<file path="config.mk">
export PLATFORM = sky130hd
export DESIGN_NAME = im_program_loader
export DESIGN_NICKNAME = d
export VERILOG_FILES = /design/src/rtl/im_program_loader.sv
export SDC_FILE = /design/constraint.sdc
export NUM_CORES = 1
export LEC_CHECK = 0
export BUFFER_PORTS_ARGS = -buffer_cell sky130_fd_sc_hd__clkbuf_2
export CORE_MARGIN = 2
export CORE_UTILIZATION = 30
export CTS_CLUSTER_SIZE = 14
export DETAILED_ROUTE_END_ITERATION = 8
export SYNTH_ARGS = -nofsm -noshare
export SYNTH_HDL_FRONTEND = slang
export SYNTH_SLANG_ARGS = --single-unit
</file>
<file path="constraint.sdc">
create_clock -name clk_i -period 3.73 [get_ports clk_i]
set_input_delay 0.1865 -clock clk_i [delete_from_list [all_inputs] [get_ports clk_i]]
set_output_delay 0.1865 -clock clk_i [all_outputs]
set_load 0.02 [all_outputs]
</file>
<file path="src/rtl/im_program_loader.sv">
// Instruction-memory program loader: packs a little-endian byte stream into 32-bit
// words and writes them to IM while holding the CPU off until the load completes.
module im_program_loader #(
    parameter int unsigned DEPTH     = 16,
    parameter logic [31:0] BASE_ADDR = 32'h0
) (
    input  logic        clk_i,
    input  logic        reset_i,
    input  logic        start_i,
    input  logic [4:0]  word_count_i,
    input  logic        byte_valid_i,
    input  logic [7:0]  byte_in_i,
    output logic        byte_ready_o,
    output logic        mem_write_o,
    output logic [31:0] mem_addr_o,
    output logic [31:0] mem_data_o,
    output logic        cpu_hold_o,
    output logic        busy_o,
    output logic        done_o,
    output logic        err_o
);

    localparam int unsigned IDX_W = (DEPTH > 1) ? $clog2(DEPTH) : 1;
    localparam int unsigned CNT_W = 5;

    typedef enum logic [1:0] {
        S_IDLE,
        S_COLLECT,
        S_WRITE,
        S_DONE
    } state_e;

    state_e             state_q, state_d;
    logic [CNT_W-1:0]   count_q, count_d;
    logic [IDX_W-1:0]   idx_q, idx_d;
    logic [1:0]         byte_cnt_q, byte_cnt_d;
    logic [31:0]        mem_data_q, mem_data_d;
    logic [31:0]        mem_addr_q, mem_addr_d;
    logic               byte_ready_q, byte_ready_d;
    logic               mem_write_q, mem_write_d;
    logic               cpu_hold_q, cpu_hold_d;
    logic               busy_q, busy_d;
    logic               done_q, done_d;
    logic               err_q, err_d;

    logic               count_ok_c;
    logic               last_word_c;

    assign count_ok_c  = (word_count_i != '0) && (32'(word_count_i) <= DEPTH);
    assign last_word_c = (32'(idx_q) + 32'd1) == 32'(count_q);

    // State register and registered outputs
    always_ff @(posedge clk_i) begin
        if (reset_i) begin
            state_q      <= S_IDLE;
            count_q      <= '0;
            idx_q        <= '0;
            byte_cnt_q   <= '0;
            mem_data_q   <= '0;
            mem_addr_q   <= BASE_ADDR;
            byte_ready_q <= 1'b0;
            mem_write_q  <= 1'b0;
            cpu_hold_q   <= 1'b0;
            busy_q       <= 1'b0;
            done_q       <= 1'b0;
            err_q        <= 1'b0;
        end else begin
            state_q      <= state_d;
            count_q      <= count_d;
            idx_q        <= idx_d;
            byte_cnt_q   <= byte_cnt_d;
            mem_data_q   <= mem_data_d;
            mem_addr_q   <= mem_addr_d;
            byte_ready_q <= byte_ready_d;
            mem_write_q  <= mem_write_d;
            cpu_hold_q   <= cpu_hold_d;
            busy_q       <= busy_d;
            done_q       <= done_d;
            err_q        <= err_d;
        end
    end

    // Next state; outputs are decoded from the next state so they line up with it
    always_comb begin
        state_d    = state_q;
        count_d    = count_q;
        idx_d      = idx_q;
        byte_cnt_d = byte_cnt_q;
        mem_data_d = mem_data_q;
        mem_addr_d = mem_addr_q;
        err_d      = 1'b0;

        unique case (state_q)
            S_IDLE: begin
                if (start_i) begin
                    if (count_ok_c) begin
                        state_d    = S_COLLECT;
                        count_d    = word_count_i;
                        idx_d      = '0;
                        byte_cnt_d = '0;
                    end else begin
                        err_d = 1'b1;
                    end
                end
            end
            S_COLLECT: begin
                if (byte_valid_i && byte_ready_q) begin
                    mem_data_d[{byte_cnt_q, 3'b000} +: 8] = byte_in_i;
                    byte_cnt_d = byte_cnt_q + 2'd1;
                    if (byte_cnt_q == 2'd3) begin
                        state_d    = S_WRITE;
                        mem_addr_d = BASE_ADDR + (32'(idx_q) << 2);
                    end
                end
            end
            S_WRITE: begin
                if (last_word_c) begin
                    state_d    = S_DONE;
                    mem_addr_d = BASE_ADDR;
                end else begin
                    state_d = S_COLLECT;
                    idx_d   = idx_q + IDX_W'(1);
                end
            end
            S_DONE: begin
                state_d = S_IDLE;
            end
            default: begin
                state_d = S_IDLE;
            end
        endcase

        byte_ready_d = (state_d == S_COLLECT);
        mem_write_d  = (state_d == S_WRITE);
        cpu_hold_d   = (state_d == S_COLLECT) || (state_d == S_WRITE);
        busy_d       = cpu_hold_d;
        done_d       = (state_d == S_DONE);
    end

    assign byte_ready_o = byte_ready_q;
    assign mem_write_o  = mem_write_q;
    assign mem_addr_o   = mem_addr_q;
    assign mem_data_o   = mem_data_q;
    assign cpu_hold_o   = cpu_hold_q;
    assign busy_o       = busy_q;
    assign done_o       = done_q;
    assign err_o        = err_q;

endmodule

</file>
Yosys cells after proc, flatten, opt, wreduce, memory -nomap -nowiden. Cells that the tools add are included.

Reduce and logical (&&, ||, !) cells: 14. $add $sub $neg: 4. $lt $le $gt $ge: 1. Eq/ne operators: 14. Muxes and demuxes: 20. Bitwise gates (word level): 2. Shift operators: 2.

Operators by type and width (count): 32-bit two-way mux (3); 32-bit case mux with 2 select lines (1); 32-bit bitwise mux (1); 8-bit by 7-bit variable shift with 32-bit output (first input constant) (1); 8-bit by 7-bit variable part select with 32-bit output (1); 2-bit two-way mux (8); 4-bit two-way mux (3); 2-bit != test (second input constant) (6); 4-bit AND reduction (3); 2-bit == test (second input constant) (5); 2-bit case mux with 4 select lines (1); 4-bit case mux with 2 select lines (1); 5-bit negation with 7-bit output (1); 2-bit nonzero test (3); 4-bit by 1-bit adder with 5-bit output (second input constant) (1); 5-bit == test (1); 5-bit less-or-equal comparator (second input constant) (1); 5-bit nonzero test (1); 4-bit by 1-bit adder with 4-bit output (second input constant) (1); 2-bit by 1-bit == test with 1-bit output (second input constant) (2); 2-bit case mux with 2 select lines (1); 3-bit AND reduction (1); 3-bit OR reduction (1); 2-bit by 1-bit adder with 2-bit output (second input constant) (1); other kinds (6) (8).

Word-level logic and storage cells: 68. Bits of input ports: 17. Register bits after elaboration: 82.

Logic depth before layout (Yosys ltp). Gate-level depths: netlist (run 1).

Word-level depth: 7. Mapped depth: 8. Gate-level depth less buffers: 8.

Least setup slack after synthesis (run 1). Ideal clock, no wire load.

Path type: reg2reg. Start: register idx_q[0]. End: register busy_q, in the netlist busy_o. Arrival: 1.776 ns. Setup slack: 1.827 ns. Clock period less this slack: 1.903 ns. Cell stages (with the launch flop): 8. Required time: 3.604 ns. Cells stage by stage: dfxtp_1 ha_1 nand3_1 xnor2_1 nor4_4 a21oi_1 ha_1 nor2_1.

Longest elaborated chain between the ends: 6. Elaborated cells between the ends (all ways): 7. Those cells by class: add/sub: 1; eq/ne: 3; mux: 2; reduce/logical: 1.

Ends and longest elaborated chain: start: declaration (line 35) `logic [IDX_W-1:0] idx_q, idx_d;`; start signal: assignment (line 70) `idx_q <= idx_d;`; 4-bit by 1-bit adder with 5-bit output * (line 50) `assign last_word_c = (32'(idx_q) + 32'd1) == 32'(count_q);`; 5-bit == test * (line 50); 2-bit two-way mux * (line 117) `if (last_word_c) begin`; 2-bit case mux with 4 select lines * (line 93) `unique case (state_q)`; 2-bit by 1-bit == test with 1-bit output / 2-bit == test (equally long branches) (line 135) `cpu_hold_d = (state_d == S_COLLECT) || (state_d == S_WRITE);`; 1-bit logical OR * (line 135); end signal: assignment (line 77) `busy_q <= busy_d;`; end: declaration (line 42) `logic busy_q, busy_d;`.

Every way passes the cells marked *; elsewhere a longest branch is shown, timed or not. A chain may end at the register's enable or synchronous reset.

Final worst setup path (run 1). Same ends and word-level chain as after synthesis.

==> impl_metrics.env, run 1 <==
export IMPL_start_util=0.310
export IMPL_worstSetupStartpointType="register"
export IMPL_synth_edf_count=0
export IMPL_clk_latency_ns=0.32
export IMPL_fin_skew_ns=0.00945
export IMPL_grt_pass1_vias=1892
export IMPL_routed_wl_um=5850
export IMPL_synth_area_leader_cell="dfxtp_1"
export IMPL_grt_overflow=0
export IMPL_use_met2=0.202
export IMPL_clockRootBuffer="clkbuf_8"
export IMPL_fp_dieW_um=96.4
export IMPL_diodes=0
export IMPL_io_buffers=58
export IMPL_n_fill_cell=868
export IMPL_synth_area_leaders="dfxtp_1 42%, buf_4 8.8%, nand3_1 7.8%"
export IMPL_synth_common_cells="54 x dfxtp_1, 42 x nand2_1, 40 x nand3_1, 35 x a21oi_1, 30 x buf_4"
export IMPL_setup_viol=0
export IMPL_tightest_slew_ns=1.07
export IMPL_holdCritStartpoint="word_count_i[2]"
export IMPL_grt_busiest_layer="met2"
export IMPL_min_path_type="in -> reg"
export IMPL_critical_path_max_stage_delay_ns=0.46
export IMPL_yosysTopAreaCellShare=0.422
export IMPL_whs_endpoint="count_q[2]$_SDFFE_PP0P_"
export IMPL_slew_limit_headroom=0.284
export IMPL_layout_nets=376
export IMPL_core_sq_mm=0.00826
export IMPL_max_freq_mhz=450
export IMPL_critPathMaxFanout=6
export IMPL_grt_setup_unrepaired="no"
export IMPL_vias=2112
export IMPL_track_usage=0.128
export IMPL_timing_max_transition_violations_final=0
export IMPL_r2r_cells=7
export IMPL_grt_pass1_wl_um=9290
export IMPL_syn_to_final_growth_pct=14.8
export IMPL_synthCells=299
export IMPL_dieArea_sq_mm=0.00930
export IMPL_cap_violations=0
export IMPL_ys_ff_latch=54
export IMPL_critPathMostFrequentCell="ha_1"
export IMPL_dp_hpwl_um=4240
export IMPL_post_drt_wl_per_cell_um=12.9
export IMPL_htreeDepth=2
export IMPL_num_rows=33
export IMPL_gp_congestion=0.749
export IMPL_hold_depth=3
export IMPL_placed_area_sq_mm=0.00280
export IMPL_drtIter0Drc=71
export IMPL_stdcell_area_sq_mm=0.00294
export IMPL_grtUsageMet1=0.178
export IMPL_cts_sinks=54
export IMPL_path_clk_slew_ns=0.09
export IMPL_cts_buffer_depth=2
export IMPL_required_ns=3.96
export IMPL_final_min_clock_period_ns=2.22
export IMPL_synth_cell_types=41
export IMPL_grt_use_met3=0.0279
export IMPL_die_h_um=96.4
export IMPL_ff2ff_setup_slack_ns=1.51
export IMPL_cp_arrival_ns=2.45
export IMPL_synthArstFlopShare=0
export IMPL_yosysWarnings=0
export IMPL_status="complete, no violations"
export IMPL_p_per_area_mw_per_mm2=398
export IMPL_worstSetupPathType="reg -> reg"
export IMPL_tritoncts="done"
export IMPL_cts_buffers=5
export IMPL_syn_avg_cell_area_sq_um=8.57
export IMPL_crit_path_top_delay_cell="dfxtp_1"
export IMPL_antenna_found_initial=0
export IMPL_drtPass1Iterations=5
export IMPL_regToRegStartpoint="idx_q[0]$_SDFFE_PP0P_"
export IMPL_synth_area_sq_mm=0.00256
export IMPL_ir_drop_v=0.000143
export IMPL_instances_no_fill=455
export IMPL_crit_chain="ha_1 -> nand3_1 -> xnor2_1 -> nor4_4 -> a21oi_1 -> ha_1 -> nor2_1"
export IMPL_cts_setup_buffers=0
export IMPL_finalSetupTns_ns=0
export IMPL_synthMostInstantiatedCell="dfxtp_1"
export IMPL_rr_endpoint="busy_o$_SDFF_PP0_"
export IMPL_finalHoldViolCount=0
export IMPL_dp_cells=447
export IMPL_cts_resized=0
export IMPL_synth_ff_type="dfxtp_1"
export IMPL_cts_hold_buffers=0
export IMPL_p_leak_nw=1.22
export IMPL_ys_seq_area_frac=0.422
export IMPL_layout_drive_gt1_share=0.206
export IMPL_fin_crit_sh=0.596
export IMPL_ant_nets=0
export IMPL_boundaryPins=87
export IMPL_grt_max_degree=56
export IMPL_drc=0
export IMPL_worstSetupEndpointType="register"
export IMPL_avgViaCountPerCell=4.64
## metrics by stage
step / setup WS (ns) / util / hold WS (ns) / power [mW]
after global placement: 1.56 / 0.339 / 0.437 / 0.697
after floorplan: 1.83 / - / 0.305 / 0.694
after global routing: 1.26 / 0.356 / 0.136 / 1.21
after CTS: 1.48 / 0.356 / 0.117 / 1.18
final: 1.51 / 0.356 / 0.121 / 1.17
after detailed placement: 1.51 / 0.339 / 0.444 / 0.698
## report_power, final
group | internal (mW) | leakage, nW | switching [mW]
Combinational | 0.0246 | 0.716 | 0.0705
Sequential | 0.583 | 0.436 | 0.00667
Clock | 0.286 | 0.0714 | 0.200
Total | 0.894 | 1.22 | 0.277
## flip-flops by register name, indices dropped and copies added, names as in the netlist
signal        cells
mem_write_o       1
idx_q             4
mem_data_o       32
done_o            1
mem_addr_o        4
state_q           2
count_q           5
byte_ready_o      1
busy_o            1
byte_cnt_q        2
err_o             1
## cell usage in the layout, fill, tap and decap left out, types with 2 or more instances in the layout
cell type	Yosys	final
a21oi_1	35	35
a22o_1	4	4
and2_1	4	4
bufinv_16	0	2
clkbuf_2	1	58
clkbuf_8	0	6
conb_1	1	28
dfxtp_1	54	54
ha_1	10	10
inv_1	7	7
mux2i_1	6	6
nand2_1	42	42
nand2b_1	4	4
nand3_1	40	40
nor2_1	11	11
nor2b_1	5	5
nor3_1	3	3
nor3b_1	3	3
nor4_1	2	2
or4_1	2	2
xnor2_1	4	4
xnor2_2	2	2
xor2_1	2	2
## worst max path at each step
stage / start / endpoint / cells past startpoint
CTS: idx_q[0]$_SDFFE_PP0P_ / busy_o$_SDFF_PP0_ / 7
floorplan: idx_q[0]$_SDFFE_PP0P_ / busy_o$_SDFF_PP0_ / 7
detailed placement: idx_q[0]$_SDFFE_PP0P_ / busy_o$_SDFF_PP0_ / 7
global route: byte_cnt_q[0]$_SDFFE_PP0P_ / mem_data_o[9]$_SDFFE_PP0P_ / 5
finish: idx_q[0]$_SDFFE_PP0P_ / busy_o$_SDFF_PP0_ / 7
global placement: idx_q[0]$_SDFFE_PP0P_ / busy_o$_SDFF_PP0_ / 7
## cells by family (layout without fill, tap and decap cells)
logic type	after synthesis	in the layout	share of synthesized area
mux	6	6	0.0234
compound gates	51	51	0.120
simple gates	120	120	0.230
flops	54	54	0.422
fa+ha+maj	10	10	0.0488
other cells	1	28	0.00146
xor+xnor	8	8	0.0332
buf+inv	49	73	0.122
## critical path: cells and delay by family (launching register included)
| kind | cells | cell delay [ns] |
|---|---|---|
| and+or+nand+nor | 3 | 0.66 |
| adders and majority gates | 2 | 0.66 |
| DFF | 1 | 0.46 |
| xor gates and xnor gates | 1 | 0.18 |
| AOI/OAI and AO/OA | 1 | 0.18 |
## layer usage
layer  vias to the layer above  routed length (um)
li1                       1063                   -
met1                       977                2800
met2                        65                2620
met3                         7                 359
met4                         0                  64
met5                         -                   0
## layout make-up
class	instances	area, sq um	area share
multi-input combinational	223	1270	0.432
sequential	54	1080	0.367
timing repair buffer	58	290	0.0986
tap	105	131	0.0446
clock buffer	6	82.6	0.0281
clock inverter	2	60.1	0.0204
inverter	7	26.3	0.00893
(Power assumes the default switching activity.)
==> run 2, diff against run 1 <==
- clock period: 3.73 -> 1.9 ns (I/O delays scaled with it)
==> run 2 against run 1 <==
Cell count grew 2.2%. Die area is the same. Clock skew shrank 0.0016 ns. Count of clock-buffer cells in the layout shrank 1. Critical path depth is the same. Highest routed layer unchanged.
==> impl_metrics.env, run 2 (synthesis results as in run 1) <==
export IMPL_cts_sinks=54
export IMPL_layout_drive_gt1_share=0.244
export IMPL_worstSetupEndpointType="register"
export IMPL_final_util=0.365
export IMPL_drc=0
export IMPL_fin_crit_sh=0.945
export IMPL_num_rows=33
export IMPL_min_path_type="in -> reg"
export IMPL_tritoncts="done"
export IMPL_drtIter0Drc=72
export IMPL_fin_skew_ns=0.00786
export IMPL_start_util=0.310
export IMPL_dp_slack_ns=0.0525
export IMPL_syn_to_final_growth_pct=17.8
export IMPL_whs_ns=0.0404
export IMPL_diodes=0
export IMPL_cts_setup_buffers=0
export IMPL_p_per_area_mw_per_mm2=700
export IMPL_fp_dieW_um=96.4
export IMPL_final_min_clock_period_ns=1.80
export IMPL_final_cell_mix="58 x clkbuf_2, 52 x dfxtp_1, 42 x nand2_1"
export IMPL_placed_area_sq_mm=0.00289
export IMPL_p_total_mw=2.11
export IMPL_finalSetupTns_ns=0
export IMPL_register_area_sq_mm=0.00108
export IMPL_cts_buffer_depth=2
export IMPL_timing_max_transition_violations_final=0
export IMPL_clockRootBuffer="clkbuf_8"
export IMPL_layout_nets=387
export IMPL_setup_viol=0
export IMPL_ir_drop_v=0.000273
export IMPL_grt_setup_unrepaired="no"
export IMPL_largest_register_ffs=32
export IMPL_clk_latency_ns=0.30
export IMPL_boundaryPins=87
export IMPL_r2r_cells=7
export IMPL_worstSetupPathType="reg -> reg"
export IMPL_antenna_found_initial=0
export IMPL_dp_hpwl_um=4350
export IMPL_endpoint="idx_q[3]$_SDFFE_PP0P_"
export IMPL_ant_nets=0
export IMPL_max_freq_mhz=557
export IMPL_rr_endpoint="idx_q[3]$_SDFFE_PP0P_"
export IMPL_htreeDepth=2
export IMPL_post_drt_wl_per_cell_um=12.4
export IMPL_cap_violations=0
export IMPL_cts_buffers=5
export IMPL_worstSetupStartpointType="register"
export IMPL_finalHoldViolCount=0
export IMPL_grt_max_degree=36
export IMPL_status="complete, no violations"
export IMPL_grt_pass1_vias=1910
export IMPL_grt_pass1_wl_um=9040
export IMPL_multi_input_area_sq_mm=0.00130
export IMPL_dieArea_sq_mm=0.00930
export IMPL_gp_congestion=0.802
export IMPL_core_sq_mm=0.00826
export IMPL_required_ns=2.14
export IMPL_p_leak_nw=1.27
export IMPL_worst_slack_ns=0.105
export IMPL_regToRegStartpoint="idx_q[0]$_SDFFE_PP0P_"
export IMPL_path_clk_slew_ns=0.09
export IMPL_vias=2140
export IMPL_drtPass1Iterations=4
export IMPL_stdcell_area_sq_mm=0.00302
export IMPL_crit_path_start="idx_q[0]$_SDFFE_PP0P_"
export IMPL_avgViaCountPerCell=4.60
export IMPL_layout_commonest_cell="clkbuf_2"
export IMPL_routed_wl_um=5780
export IMPL_track_usage=0.126
export IMPL_grt_overflow=0
export IMPL_n_fill_cell=873
export IMPL_die_h_um=96.4
export IMPL_critPathMaxFanout=5
export IMPL_io_buffers=58
export IMPL_cp_arrival_ns=2.03
export IMPL_ff2ff_setup_slack_ns=0.10
export IMPL_instances_no_fill=465
export IMPL_dp_cells=458
==> run 2: area by class of cell <==
type / instances / area share
clock buffers: 5 / 0.0228
clock inverters: 2 / 0.0129
inverters: 7 / 0.00871
multi-input cells: 223 / 0.430
flip-flops and latches: 54 / 0.359
well taps: 105 / 0.0435
repair buffers: 69 / 0.124
==> run 2: critical path, stage by stage, from the launching register on <==
cell	delay (ns)
dfxtp_1	0.38
buf_4	0.16
nand3_1	0.16
xnor2_2	0.22
nor4_4	0.07
buf_4	0.16
or4_1	0.46
o211ai_1	0.10
==> run 2: where the power goes <==
group / leakage (nW) / internal (mW) / total (mW) / switching, mW
Clock: 0.0542 / 0.388 / 0.759 / 0.371
Combinational: 0.779 / 0.0558 / 0.195 / 0.139
Sequential: 0.437 / 1.14 / 1.16 / 0.0124
==> run 2: repair_timing <==
action                                  in CTS  in global routing
endpoints found under the setup margin       0                 20
resized for setup                            0                  6
endpoints found under the hold margin        0                  0
hold buffers                                 0                  0
==> run 2: routing by layer <==
metal / wire [um] / share of wire / up-vias / GRT usage
li1: - / - / 1079 / -
met1: 2620 / 0.45 / 982 / 0.165
met2: 2740 / 0.47 / 71 / 0.208
met3: 349 / 0.060 / 8 / 0.0240
met4: 71 / 0.012 / 0 / 0.0423
met5: 0 / 0 / - / 0
==> run 2: worst min-delay path by stage <==
stage / cells past startpoint / startpoint / endpoint / slack, ns
2_1_floorplan: 2 / start_i / err_o$_SDFF_PP0_ / 0.21
3_3_place_gp: 3 / word_count_i[2] / count_q[2]$_SDFFE_PP0P_ / 0.34
3_5_place_dp: 3 / start_i / err_o$_SDFF_PP0_ / 0.36
4_1_cts: 3 / word_count_i[3] / count_q[3]$_SDFFE_PP0P_ / 0.03
5_1_grt: 3 / word_count_i[4] / count_q[4]$_SDFFE_PP0P_ / 0.05
6_report: 3 / word_count_i[3] / count_q[3]$_SDFFE_PP0P_ / 0.04
